### src/rtl/div_iter_unit.sv
// ============================================================================
// div_iter_unit : multi-cycle restoring divider for DIV/DIVU in execute stage
// Rev 1.0
// ============================================================================
`default_nettype none

module div_iter_unit #(
   parameter int WIDTH = 32,
   parameter int CNT_W = 6
) (
   input  logic                 clk,
   input  logic                 rst,
   input  logic                 start_i,
   input  logic                 signed_i,
   input  logic [WIDTH-1:0]     a_i,
   input  logic [WIDTH-1:0]     b_i,
   input  logic                 annul_i,
   input  logic                 hold_i,
   output logic                 ready_o,
   output logic [2*WIDTH-1:0]   result_o
);

   typedef enum logic [1:0] {
      S_IDLE = 2'd0,
      S_BUSY = 2'd1,
      S_DONE = 2'd2
   } state_t;

   localparam logic [CNT_W-1:0] LAST_STEP = CNT_W'(WIDTH - 1);

   state_t             state_q;
   logic [CNT_W-1:0]   cnt_q;
   logic [WIDTH:0]     rem_q;
   logic [WIDTH-1:0]   quo_q;
   logic [WIDTH-1:0]   div_q;
   logic               neg_quo_q;
   logic               neg_rem_q;

   logic               accept_d;
   logic [WIDTH-1:0]   a_mag_d;
   logic [WIDTH-1:0]   b_mag_d;
   logic [WIDTH+1:0]   rem_shift_d;
   logic [WIDTH+1:0]   diff_d;
   logic               qbit_d;
   logic [WIDTH:0]     rem_step_d;
   logic [WIDTH-1:0]   quo_step_d;
   logic [WIDTH-1:0]   quo_fin_d;
   logic [WIDTH-1:0]   rem_fin_d;

   assign accept_d = (state_q == S_IDLE) && start_i && !annul_i;
   assign ready_o  = !((state_q == S_BUSY) || accept_d);

   assign a_mag_d = (signed_i && a_i[WIDTH-1]) ? -a_i : a_i;
   assign b_mag_d = (signed_i && b_i[WIDTH-1]) ? -b_i : b_i;

   // Dividend bits are consumed from the top of the quotient shift register
   // while quotient bits enter at the bottom.
   assign rem_shift_d = {rem_q, quo_q[WIDTH-1]};
   assign diff_d      = rem_shift_d - {2'b00, div_q};
   assign qbit_d      = !diff_d[WIDTH+1];
   assign rem_step_d  = qbit_d ? diff_d[WIDTH:0] : rem_shift_d[WIDTH:0];
   assign quo_step_d  = {quo_q[WIDTH-2:0], qbit_d};

   assign quo_fin_d = neg_quo_q ? -quo_step_d : quo_step_d;
   assign rem_fin_d = neg_rem_q ? -rem_step_d[WIDTH-1:0] : rem_step_d[WIDTH-1:0];

   always_ff @(posedge clk) begin
      if (rst) begin
         state_q   <= S_IDLE;
         cnt_q     <= '0;
         rem_q     <= '0;
         quo_q     <= '0;
         div_q     <= '0;
         neg_quo_q <= 1'b0;
         neg_rem_q <= 1'b0;
         result_o  <= '0;
      end else if (annul_i) begin
         state_q <= S_IDLE;
      end else begin
         case (state_q)
            S_IDLE: begin
               if (start_i) begin
                  rem_q     <= '0;
                  quo_q     <= a_mag_d;
                  div_q     <= b_mag_d;
                  neg_quo_q <= signed_i && (a_i[WIDTH-1] ^ b_i[WIDTH-1]);
                  neg_rem_q <= signed_i && a_i[WIDTH-1];
                  cnt_q     <= '0;
                  state_q   <= S_BUSY;
               end
            end
            S_BUSY: begin
               rem_q <= rem_step_d;
               quo_q <= quo_step_d;
               cnt_q <= cnt_q + CNT_W'(1);
               if (cnt_q == LAST_STEP) begin
                  result_o <= {rem_fin_d, quo_fin_d};
                  state_q  <= S_DONE;
               end
            end
            S_DONE: begin
               // start_i still belongs to the finished instruction here.
               if (!hold_i) begin
                  state_q <= S_IDLE;
               end
            end
            default: state_q <= S_IDLE;
         endcase
      end
   end

endmodule

`default_nettype wire

### config.mk
export PLATFORM = sky130hd
export DESIGN_NAME = div_iter_unit
export DESIGN_NICKNAME = d
export VERILOG_FILES = /design/src/rtl/div_iter_unit.sv
export SDC_FILE = /design/constraint.sdc
export NUM_CORES = 1
export LEC_CHECK = 0
export BUFFER_PORTS_ARGS = -buffer_cell sky130_fd_sc_hd__buf_2
export CORE_ASPECT_RATIO = 1.2
export CORE_UTILIZATION = 32
export CTS_BUF_LIST = sky130_fd_sc_hd__clkbuf_4 sky130_fd_sc_hd__clkbuf_8
export CTS_CLUSTER_DIAMETER = 200
export DETAILED_ROUTE_END_ITERATION = 16
export PLACE_DENSITY = 0.55
export SYNTH_ARGS = -nofsm -noshare
export SYNTH_HDL_FRONTEND = slang
export SYNTH_SLANG_ARGS = --single-unit
export TNS_END_PERCENT = 100
### constraint.sdc
create_clock -name clk -period 9.1 [get_ports clk]
set_clock_uncertainty 0.05 [all_clocks]
set_input_delay 0 -clock clk [delete_from_list [all_inputs] [get_ports clk]]
set_output_delay 0 -clock clk [all_outputs]
set_load 0.05 [all_outputs]
==> impl_summary.txt, run 1 <==
----------------------------------------------------
[Worst setup path]
  Endpoint type of the worst setup path ... flop
  Slowest-stage cell, CP ... o311ai_1
  R2R Setup Slk ... around 3.8 ns
  Critical path startpoint ... rem_q[17]$_SDFFE_PP0P_
  Critical Path Start Type ... flop
  Capture point of the critical path ... result_o[56]$_SDFFE_PP0P_
  Critical R2R Capture ... result_o[56]$_SDFFE_PP0P_
  Logic depth of the worst setup path including buffers ... 17
  Most frequent cell on the critical path ... ha_1
  Crit-path max cell delay ... about 0.64 ns
  Biggest fanout along the worst timing path ... 45
  Critical Setup Path Class ... flop to flop
  Reg2reg start ... rem_q[17]$_SDFFE_PP0P_
  Ordered cell list for the critical path ... ha_1 -> a21oi_1 -> o21ai_0 -> o2bb2ai_1 -> o311ai_1 -> nor3_2 -> nor2_4 -> buf_4 -> mux2i_1 -> ha_1 -> inv_1 -> or3_4 -> nor3_4 -> a32oi_2 -> and2_4 -> a21o_1 -> a221oi_2
  CP required ... between 9 and 10 ns
  Arrival @ worst endpoint ... roughly 5.7 ns
  Worst reg-to-reg path cell count ... 17
  Worst path bufs/invs ... 2
  Largest delay contributor family on the critical path ... compound AO/OA/AOI/OAI gates

[Layout]
  Fraction of final layout cells sized beyond drive strength 1 ... roughly an eighth
  Number of nets in the final layout ... 1844
  Commonest non-fill, non-tap cell in the layout ... nor2_1
  Number of filler cells placed in the layout ... approximately 3800
  Top library cells by usage in the layout, fill and taps aside ... 228 x nor2_1, 193 x nand2_1, 171 x dfxtp_1
  Final Util ... between 30% and 40%
  Area Overhead vs Synth ... 17.84%
  Final instance count without filler cells ... 2218

[Logic synthesis]
  Top-area cell type share of the netlist area ... slightly below 30%
  Flip-flop and latch count after synthesis ... approximately 170
  Warning count from the yosys run ... 0
  Post-synthesis instance area ... about 12000 µm²
  Count of cell types in the netlist ... between 90 and 100
  Synth Instances ... about 1600
  Number of synthesized flops with an enable pin ... 0
  Top cells by area, synth ... dfxtp_1 29%, nor2_1 7.3%, nand2_1 6.2%
  Net count after synthesis ... between 1500 and 2000
  Top flip-flop cell by instance count after synthesis ... dfxtp_1
  Syn_area_per_cell ... approximately 7.4 µm²
  Yosys top cell by area ... dfxtp_1
  Part of the Yosys area used for sequential elements ... 29.10%
  Share of synthesized flip-flops with an asynchronous set or reset ... 0%

[Place]
  Port Buffers ... around 130
  HPWL after detailed placement ... 29.90 mm
  Placed cell count ... 2113
  Final weighted congestion in routability-driven placement ... slightly below 0.9

[STA]
  Final worst path period share ... between 50 and 60%
  Highest clock rate ... approximately 0.19 GHz
  Unrepaired setup endpoints after global routing ... no
  Number of max-slew violations in the final report ... 0
  Setup violation total in the final timing report ... 0
  Slew @ Worst Pin ... ~1.1 ns
  Worst slew margin ... 28.05%
  Final TNS setup ... 0 ns
  Post-route minimum period ... between 5 and 6 ns
  Worst hold slack across all endpoints ... just under 0.04 ns
  Final-report hold violation count ... 0

[Detailed routing]
  Count of nets left with antenna violations after detail routing ... 0
  Count of unresolved DRC violations after routing ... 0
  Routed Wire Length ... a little under 40 mm
  Number of search-and-repair iterations in the first detailed-routing pass ... 5
  Post-detailed-route via-to-cell ratio ... 5.374
  DRT iter0 DRCs ... around 800
  Detailed-route via count ... 11920
  Post-detailed-route wirelength per cell ... around 18 µm

[Global route]
  Number of global-route vias before repair ... roughly 12000
  Remaining Overflow, GRT ... 0
  Pin count of the biggest net entering global routing ... just over 80
  Antenna violations before repair ... 1
  Global-route wire length before repair ... 62.92 mm
  GR Util All Layers ... 21.67%

[Floorplanning]
  Horizontal die dimension ... 177.0 µm
  Initial standard-cell utilization of the core ... between 30 and 40%
  FP Rows ... 76
  Ports placed on the boundary ... ~140
  Height of the die ... 212.0 µm
  Die Footprint ... between 30000 and 40000 µm²
  Placeable core region ... 36040 µm²

[Pwr]
  PwrDens ... 131.8 nW/µm²
  Maximum ir drop on the vdd rail ... 0.07651 mV
  Leak ... 5.413 nW
  Overall power of the completed layout ... between 0.0015 and 0.002 W

[Clock tree]
  Max Root-Sink Buffers ... 2
  CTS tree ... built
  Total clock sinks ... ~170
  Clock buffers created by TritonCTS ... 17
  # H-tree levels ... 4
  Number of hold buffers added after cts ... 72
  Buffer type at the clock tree root ... clkbuf_8
  Post-CTS sizing ... 0
  Clk pin slew, worst setup/hold paths ... about 0.09 ns
  Clock latency reported for the late side of the worst-skew pair ... ~0.50 ns
  # Post-CTS Setup Buffers ... 0

[Run]
  Total of max-cap violations ... 0

[Min path]
  Worst min path class ... input port to flop
  Worst Hold Depth ... 3

[Status]
  Run status ... complete, no violations

----------------------------------------------------
where the power goes:
part           total [W]  leakage, nW  internal, W  switching, W
clock network   0.000617        0.227     0.000317      0.000300
registers       0.000789         1.39     0.000768     0.0000215
logic           0.000422         3.80     0.000158      0.000264
cell families after synthesis:
kind of cell               Yosys count  synth area share, %
xor gates and xnor gates           128                9.529
adders and majority gates           38                4.105
DFF                                171                29.10
muxes                               11               0.9784
and+or+nand+nor                    630                24.70
AOI/OAI and AO/OA                  464                25.96
buffers and inverters              155                5.626
per-stage QoR:
| stage | setup slack, ns | cell area, µm² |
|---|---|---|
| 2_1_floorplan | 4.532 | 11770 |
| 3_3_place_gp | 3.950 | 12690 |
| 3_5_place_dp | 3.827 | 12690 |
| 4_1_cts | 3.778 | 13860 |
| 5_1_grt | 3.262 | 13860 |
| 6_report | 3.752 | 13860 |
tightest hold or removal path: stages:
cell      delay [ns]
buf_2           0.11
xnor2_1         0.31
a211oi_1        0.12
worst min path at each step:
stage | start | end
final | b_i[26] | div_q[26]$_SDFFE_PP0P_
after CTS | b_i[26] | div_q[26]$_SDFFE_PP0P_
after global routing | b_i[26] | div_q[26]$_SDFFE_PP0P_
after global placement | rst | rem_q[30]$_SDFFE_PP0P_
after detailed placement | rst | rem_q[30]$_SDFFE_PP0P_
after floorplan | annul_i | state_q[1]$_SDFFE_PP0P_
registers in the layout (all words and copies together), names as in the netlist:
register / flops
result_o: 64
state_q: 2
rem_q: 33
quo_q: 32
neg_rem_q: 1
neg_quo_q: 1
div_q: 32
cnt_q: 6
per-layer routing:
metal	wire (µm)	vias to the layer above	share of wire (%)	track usage [%]
met5	0	-	0	0
met4	2181	0	5.5	12.66
met1	16210	5550	41	24.38
li1	-	5999	-	-
met3	1973	68	5.0	4.274
met2	19390	303	49	37.70
synth_stat cells (6+ instances only):
cell type / count
o21ai_0: 77
a21oi_1: 128
nor3_1: 39
inv_1: 52
nand2b_1: 13
nand2_1: 193
a21o_1: 7
buf_4: 8
nor2_1: 229
a31oi_1: 11
or3_1: 18
xor2_1: 68
nor3b_1: 6
o211ai_1: 10
a22oi_1: 29
buf_2: 12
ha_1: 37
o31ai_1: 16
and2_1: 6
o21ai_1: 16
a211oi_1: 91
nand3_1: 25
mux2i_1: 7
o41ai_1: 12
o21a_1: 11
xnor2_1: 60
nor2b_1: 12
and3_1: 8
dfxtp_1: 171
nand3b_1: 9
or4_1: 12
nor4_1: 20
nand4_1: 14
clkbuf_1: 75
area by class of cell:
class                           instances  area, µm²  area share (%)
Multi-Input combinational cell       1271       7697           55.52
Sequential cell                       171       3423           24.69
Timing Repair Buffer                  221       1506           10.87
Tap cell                              468      585.6           4.223
Clock buffer                           24      317.8           2.292
Inverter                               54      202.7           1.462
Clock inverter                          8      128.9          0.9295
Antenna cell                            1      2.502         0.01805
(Power assumes the default switching activity.)
==> run 2: changes to the inputs <==
- PLACE_DENSITY: 0.55 -> 0.57
- clock period: 9.1 -> 4.9 ns (I/O delays scaled with it)
==> run 2 against run 1 <==
Against the previous run:
- clock power up 83%
- routed wire length down 2.3%
- final cell count up 0.90%
- non-clock buffer count grew 20
- clock-buffer cell count shrank 7
- hold slack got worse by 0.0018 ns
- sequential power rose by 85%
- utilization grew 0.49 points
- critical path type unchanged
- die area unchanged
- largest cell class unchanged
==> impl_summary.txt, run 2 (synthesis gave the netlist of run 1 again) <==
----------------------------------------------------
[Status]
  Run status ... complete, no violations

[Pwr]
  Overall power of the completed layout ... 0.003396 W
  PwrDens ... 241.8 nW/µm²
  Leak ... around 5.5 nW
  Maximum ir drop on the vdd rail ... approximately 0.16 mV

[Clock tree]
  CTS tree ... built
  Clock buffers created by TritonCTS ... 17
  Buffer type at the clock tree root ... clkbuf_8
  Max Root-Sink Buffers ... 2
  Total clock sinks ... around 170
  Clk pin slew, worst setup/hold paths ... ~0.11 ns
  # H-tree levels ... 4
  Clock latency reported for the late side of the worst-skew pair ... 0.52 ns

[Detailed routing]
  Count of unresolved DRC violations after routing ... 0
  Post-detailed-route via-to-cell ratio ... about 5.4
  Routed Wire Length ... 38.82 mm
  Post-detailed-route wirelength per cell ... about 17 µm
  Count of nets left with antenna violations after detail routing ... 0
  DRT iter0 DRCs ... 623
  Number of search-and-repair iterations in the first detailed-routing pass ... 6
  Detailed-route via count ... between 10000 and 15000

[Global route]
  Antenna violations before repair ... 0
  Global-route wire length before repair ... a little over 60 mm
  Pin count of the biggest net entering global routing ... 73
  GR Util All Layers ... a little over a fifth
  Remaining Overflow, GRT ... 0
  Number of global-route vias before repair ... between 10000 and 15000

[Layout]
  Register with the highest flop count ... result_o
  Final instance count without filler cells ... roughly 2200
  Number of nets in the final layout ... ~1900
  Flip-flop count of the largest register after layout ... 64
  Top flop regs ... result_o x64, rem_q x33
  Top library cells by usage in the layout, fill and taps aside ... 228 x nor2_1, 193 x nand2_1, 171 x dfxtp_1
  Area Overhead vs Synth ... 19.36%
  Fraction of final layout cells sized beyond drive strength 1 ... between 10% and 20%
  Commonest non-fill, non-tap cell in the layout ... nor2_1

[Worst setup path]
  Critical Path Start Type ... flop
  Biggest fanout along the worst timing path ... 7
  CP required ... 5.28 ns
  Endpoint type of the worst setup path ... flop
  Arrival @ worst endpoint ... roughly 4.9 ns
  Worst reg-to-reg path cell count ... 16
  R2R Setup Slk ... around 0.43 ns
  Critical Setup Path Class ... flop to flop

[STA]
  Post-route minimum period ... roughly 4.5 ns
  Worst slew margin ... 20.37%
  Final-report hold violation count ... 0
  Worst hold slack across all endpoints ... 0.03723 ns
  Final TNS setup ... 0 ns
  Unrepaired setup endpoints after global routing ... no
  Final worst path period share ... 91.22%
  Final WS setup ... about 0.43 ns
  Setup violation total in the final timing report ... 0
  Number of max-slew violations in the final report ... 0
  Highest clock rate ... around 0.22 GHz
  Slew @ Worst Pin ... ~1.2 ns

[Floorplanning]
  Die Footprint ... roughly 38000 µm²
  Ports placed on the boundary ... roughly 140
  Placeable core region ... 36040 µm²
  Horizontal die dimension ... roughly 180 µm
  Height of the die ... about 210 µm
  FP Rows ... 76
  Initial standard-cell utilization of the core ... about 33%

[Place]
  Setup WS pre-CTS ... just over 0.4 ns
  Final weighted congestion in routability-driven placement ... ~0.97
  HPWL after detailed placement ... between 20 and 30 mm
  Port Buffers ... between 100 and 150
  Placed cell count ... roughly 2100

[Min path]
  Worst min path class ... input port to flop
  Worst Hold Depth ... 5

[Run]
  Total of max-cap violations ... 0

----------------------------------------------------
[run 2: cell count changes in the layout (fill, tap and decap cells not counted), moves of 2 or more]
| cell | before | now |
|---|---|---|
| dlygate4sd3_1 | 72 | 85 |
| inv_6 | 3 | 5 |
| buf_4 | 16 | 23 |
| clkinv_4 | 0 | 2 |
| clkbuf_4 | 2 | 0 |
| clkbuf_8 | 22 | 17 |
| inv_8 | 0 | 2 |
[run 2: worst paths after layout]
path	startpoint	endpoint
worst min register to register	result_o[26]$_SDFFE_PP0P_	result_o[26]$_SDFFE_PP0P_
worst max register to register	rem_q[24]$_SDFFE_PP0P_	result_o[56]$_SDFFE_PP0P_
worst min-delay path	a_i[8]	quo_q[8]$_SDFFE_PP0P_
worst max-delay path	rem_q[24]$_SDFFE_PP0P_	result_o[56]$_SDFFE_PP0P_
[run 2: stage by stage]
step | cell area, µm² | util, %
after floorplan | 11770 | -
after global placement | 12740 | 35.36
after detailed placement | 12740 | 35.36
after CTS | 14030 | 38.94
after global routing | 14040 | 38.96
final | 14040 | 38.96
[run 2: where the power goes]
| part | leakage, nW | switching [W] | internal (W) | total [W] |
|---|---|---|---|---|
| Combinational | 3.91 | 0.000493 | 0.000305 | 0.000797 |
| Sequential | 1.39 | 0.0000382 | 0.00143 | 0.00146 |
| Clock | 0.215 | 0.000610 | 0.000523 | 0.00113 |
| Total | 5.51 | 0.00114 | 0.00225 | 0.00340 |
[run 2: per-layer routing]
layer | GRT usage [%] | wire, µm | vias to the layer above
met3 | 3.988 | 1799 | 61
met2 | 37.90 | 19550 | 312
li1 | - | - | 6029
met1 | 24.21 | 16160 | 5692
met4 | 8.323 | 1309 | 0
met5 | 0 | 0 | -
[run 2: what timing repair did]
action / in CTS / in global routing
endpoints found under the hold margin: 83 / 0
hold buffers: 85 / 0
buffers inserted: 0 / 0
resized for setup: 0 / 1
endpoints found under the setup margin: 0 / 1
[run 2: cell type report]
| cell class | count | area [µm²] |
|---|---|---|
| inverters | 54 | 202.7 |
| repair buffers | 241 | 1689 |
| multi-input cells | 1271 | 7700 |
| flip-flops and latches | 171 | 3423 |
| fillers | 3730 | 22000 |
| diodes | 1 | 2.502 |
| well taps | 468 | 585.6 |
| clock buffers | 17 | 234.0 |
| clock inverters | 15 | 205.2 |
[run 2: worst max-delay path: stages (launching register included)]
cell	delay (ns)
dfxtp_1	0.38
ha_1	0.43
nand4_1	0.17
or2_0	0.25
or4_1	0.52
a31oi_2	0.26
nor3_2	0.10
nor2_4	0.17
mux2i_1	0.29
ha_1	0.21
inv_1	0.07
or3_4	0.40
nor3_4	0.21
a32oi_2	0.23
and2_4	0.22
a21o_1	0.18
a221oi_2	0.24
==> run 3: changes to the inputs <==
- BUFFER_PORTS_ARGS: -buffer_cell sky130_fd_sc_hd__buf_2 -> -buffer_cell sky130_fd_sc_hd__buf_4
- CORE_ASPECT_RATIO: 1.2 -> 1.5
==> run 3 against run 2 <==
Against the previous run:
- critical path type unchanged
- register-to-register slack improved by 0.07 ns
- non-clock buffer count is 11 higher
- worst setup slack better by 0.074 ns
- utilization increased by 1.2 points
- clock power is essentially flat
- first-iteration DRC count fell by 9.0%
- sequential power barely moved
- sequential share of layout area down 0.74 points
- combinational power grew 3.5%
- routed wire length rose by 5.3%
- total power rose by 0.37%
- sequential cell count unchanged
- largest power group unchanged
==> impl_summary.txt, run 3 (synthesis gave the netlist of run 1 again) <==
----------------------------------------------------
[Status]
  Run status ... complete, no violations

[Detailed routing]
  DRT iter0 DRCs ... 567
  Detailed-route via count ... 12120
  Number of search-and-repair iterations in the first detailed-routing pass ... 5
  Post-detailed-route wirelength per cell ... roughly 18 µm
  Count of unresolved DRC violations after routing ... 0
  Post-detailed-route via-to-cell ratio ... 5.364
  Routed Wire Length ... ~40 mm
  Count of nets left with antenna violations after detail routing ... 0

[STA]
  Unrepaired setup endpoints after global routing ... no
  Worst slew margin ... between 20% and 30%
  Slew @ Worst Pin ... between 1 and 1.5 ns
  Final TNS setup ... 0 ns
  Post-route minimum period ... ~4.4 ns
  Final worst path period share ... about nine tenths
  Final-report hold violation count ... 0
  Number of max-slew violations in the final report ... 0
  Highest clock rate ... between 0.2 and 0.25 GHz
  Setup violation total in the final timing report ... 0

[Min path]
  Worst min path class ... input port to flop

[Worst setup path]
  Critical Path Start Type ... flop
  Largest delay contributor family on the critical path ... compound AO/OA/AOI/OAI gates
  Crit-path max cell delay ... ~0.50 ns
  Critical R2R Capture ... result_o[56]$_SDFFE_PP0P_
  Critical path startpoint ... rem_q[7]$_SDFFE_PP0P_
  Worst reg-to-reg path cell count ... 19
  Slowest-stage cell, CP ... o21ai_0
  Arrival @ worst endpoint ... 4.78 ns
  Critical Setup Path Class ... flop to flop
  Endpoint type of the worst setup path ... flop
  R2R Setup Slk ... about 0.5 ns
  Ordered cell list for the critical path ... ha_1 -> nand2_1 -> o21ai_0 -> nand2_1 -> a31oi_2 -> nor3_2 -> nor2_4 -> inv_2 -> nand2_1 -> o21ai_0 -> inv_1 -> ha_1 -> inv_1 -> or3_4 -> nor3_4 -> a32oi_2 -> and2_4 -> a21o_1 -> a221oi_2
  Logic depth of the worst setup path including buffers ... 19
  Biggest fanout along the worst timing path ... 5
  Most frequent cell on the critical path ... nand2_1
  CP required ... between 5 and 6 ns
  Worst path bufs/invs ... 3
  Capture point of the critical path ... result_o[56]$_SDFFE_PP0P_
  Reg2reg start ... rem_q[7]$_SDFFE_PP0P_

[Layout]
  Area Overhead vs Synth ... 23.08%
  Number of nets in the final layout ... roughly 1900
  Flip-flop count of the largest register after layout ... 64
  Number of filler cells placed in the layout ... between 3000 and 4000
  Top flop regs ... result_o x64, rem_q x33
  Commonest non-fill, non-tap cell in the layout ... nor2_1
  Footprint of the multi-input gates ... 7692 µm²
  Fraction of final layout cells sized beyond drive strength 1 ... 13.26%
  Area of all sequential standard cells ... 3423 µm²
  Final Util ... between 40% and 50%
  Top library cells by usage in the layout, fill and taps aside ... 228 x nor2_1, 193 x nand2_1, 171 x dfxtp_1
  Cell area after layout ... ~14000 µm²
  Register with the highest flop count ... result_o

[Clock tree]
  Buffer type at the clock tree root ... clkbuf_8
  Post-CTS sizing ... 0
  CTS tree ... built
  Clock buffers created by TritonCTS ... 17
  Clk pin slew, worst setup/hold paths ... 0.11 ns
  Max Root-Sink Buffers ... 2
  Clock latency reported for the late side of the worst-skew pair ... between 0.5 and 0.6 ns
  # H-tree levels ... 4
  # Post-CTS Setup Buffers ... 0
  Total clock sinks ... between 150 and 200

[Floorplanning]
  Horizontal die dimension ... 158.6 µm
  Placeable core region ... around 36000 µm²
  Ports placed on the boundary ... between 100 and 150
  FP Rows ... 85
  Die Footprint ... 37550 µm²
  Initial standard-cell utilization of the core ... 32.63%
  Height of the die ... between 200 and 250 µm

[Global route]
  Number of global-route vias before repair ... roughly 12000
  GR Util All Layers ... between 20 and 25%
  Pin count of the biggest net entering global routing ... 149
  Global-route wire length before repair ... around 63 mm
  Antenna violations before repair ... 0
  Remaining Overflow, GRT ... 0

[Pwr]
  PwrDens ... approximately 240 nW/µm²
  Maximum ir drop on the vdd rail ... ~0.13 mV
  Leak ... between 5 and 6 nW

[Place]
  Final weighted congestion in routability-driven placement ... 0.8943
  Area after detailed placement ... ~13000 µm²
  HPWL after detailed placement ... between 30 and 40 mm
  Port Buffers ... 134

[Run]
  Total of max-cap violations ... 0

----------------------------------------------------
[run 3: where the power goes]
part | switching [W] | total [W] | leakage [nW] | internal (W)
combinational | 0.000495 | 0.000825 | 3.99 | 0.000330
sequential | 0.0000404 | 0.00147 | 1.39 | 0.00143
clock | 0.000660 | 0.00112 | 0.221 | 0.000456
total | 0.00120 | 0.00341 | 5.60 | 0.00221
[run 3: worst min-delay path by stage]
stage | start | endpoint | cells after the start
2_1_floorplan | annul_i | state_q[1]$_SDFFE_PP0P_ | 1
3_3_place_gp | annul_i | state_q[1]$_SDFFE_PP0P_ | 2
3_5_place_dp | annul_i | state_q[1]$_SDFFE_PP0P_ | 2
4_1_cts | a_i[3] | quo_q[3]$_SDFFE_PP0P_ | 5
5_1_grt | a_i[3] | quo_q[3]$_SDFFE_PP0P_ | 5
6_report | a_i[3] | quo_q[3]$_SDFFE_PP0P_ | 5
[run 3: per-layer routing]
layer	global-route usage [%]	routed length (µm)	up-vias
li1	-	-	6051
met1	22.83	15620	5701
met2	42.49	22310	282
met3	2.690	1130	83
met4	10.61	1807	0
met5	0	0	-
[run 3: worst min-delay path, cell delays in order]
cell	delay [ns]
buf_4	0.10
xor2_1	0.09
a211oi_1	0.24
a21oi_1	0.06
nor2_1	0.08
[run 3: stage by stage]
step           power [W]  std cells  setup slack, ns  hold WS (ns)
4_1_cts         0.003441       2258           0.5378       0.01212
3_3_place_gp    0.002257       2140           0.6290        0.1836
5_1_grt         0.003571       2258           0.1625       0.08191
2_1_floorplan   0.002003       1597           0.3319       0.02931
6_report        0.003408       2259           0.5047       0.04351
3_5_place_dp    0.002261       2140           0.5810        0.1915
[run 3: cell type report]
type	count	area share, %
multi-input cells	1271	53.12
inverters	54	1.400
clock buffers	18	1.711
well taps	478	4.130
clock inverters	14	1.339
repair buffers	252	14.64
diodes	1	0.01728
flip-flops and latches	171	23.64
[run 3: what timing repair did]
item,CTS,global route
endpoints found under the setup margin,0,0
hold endpoints to repair,78,0
hold buffers,86,0
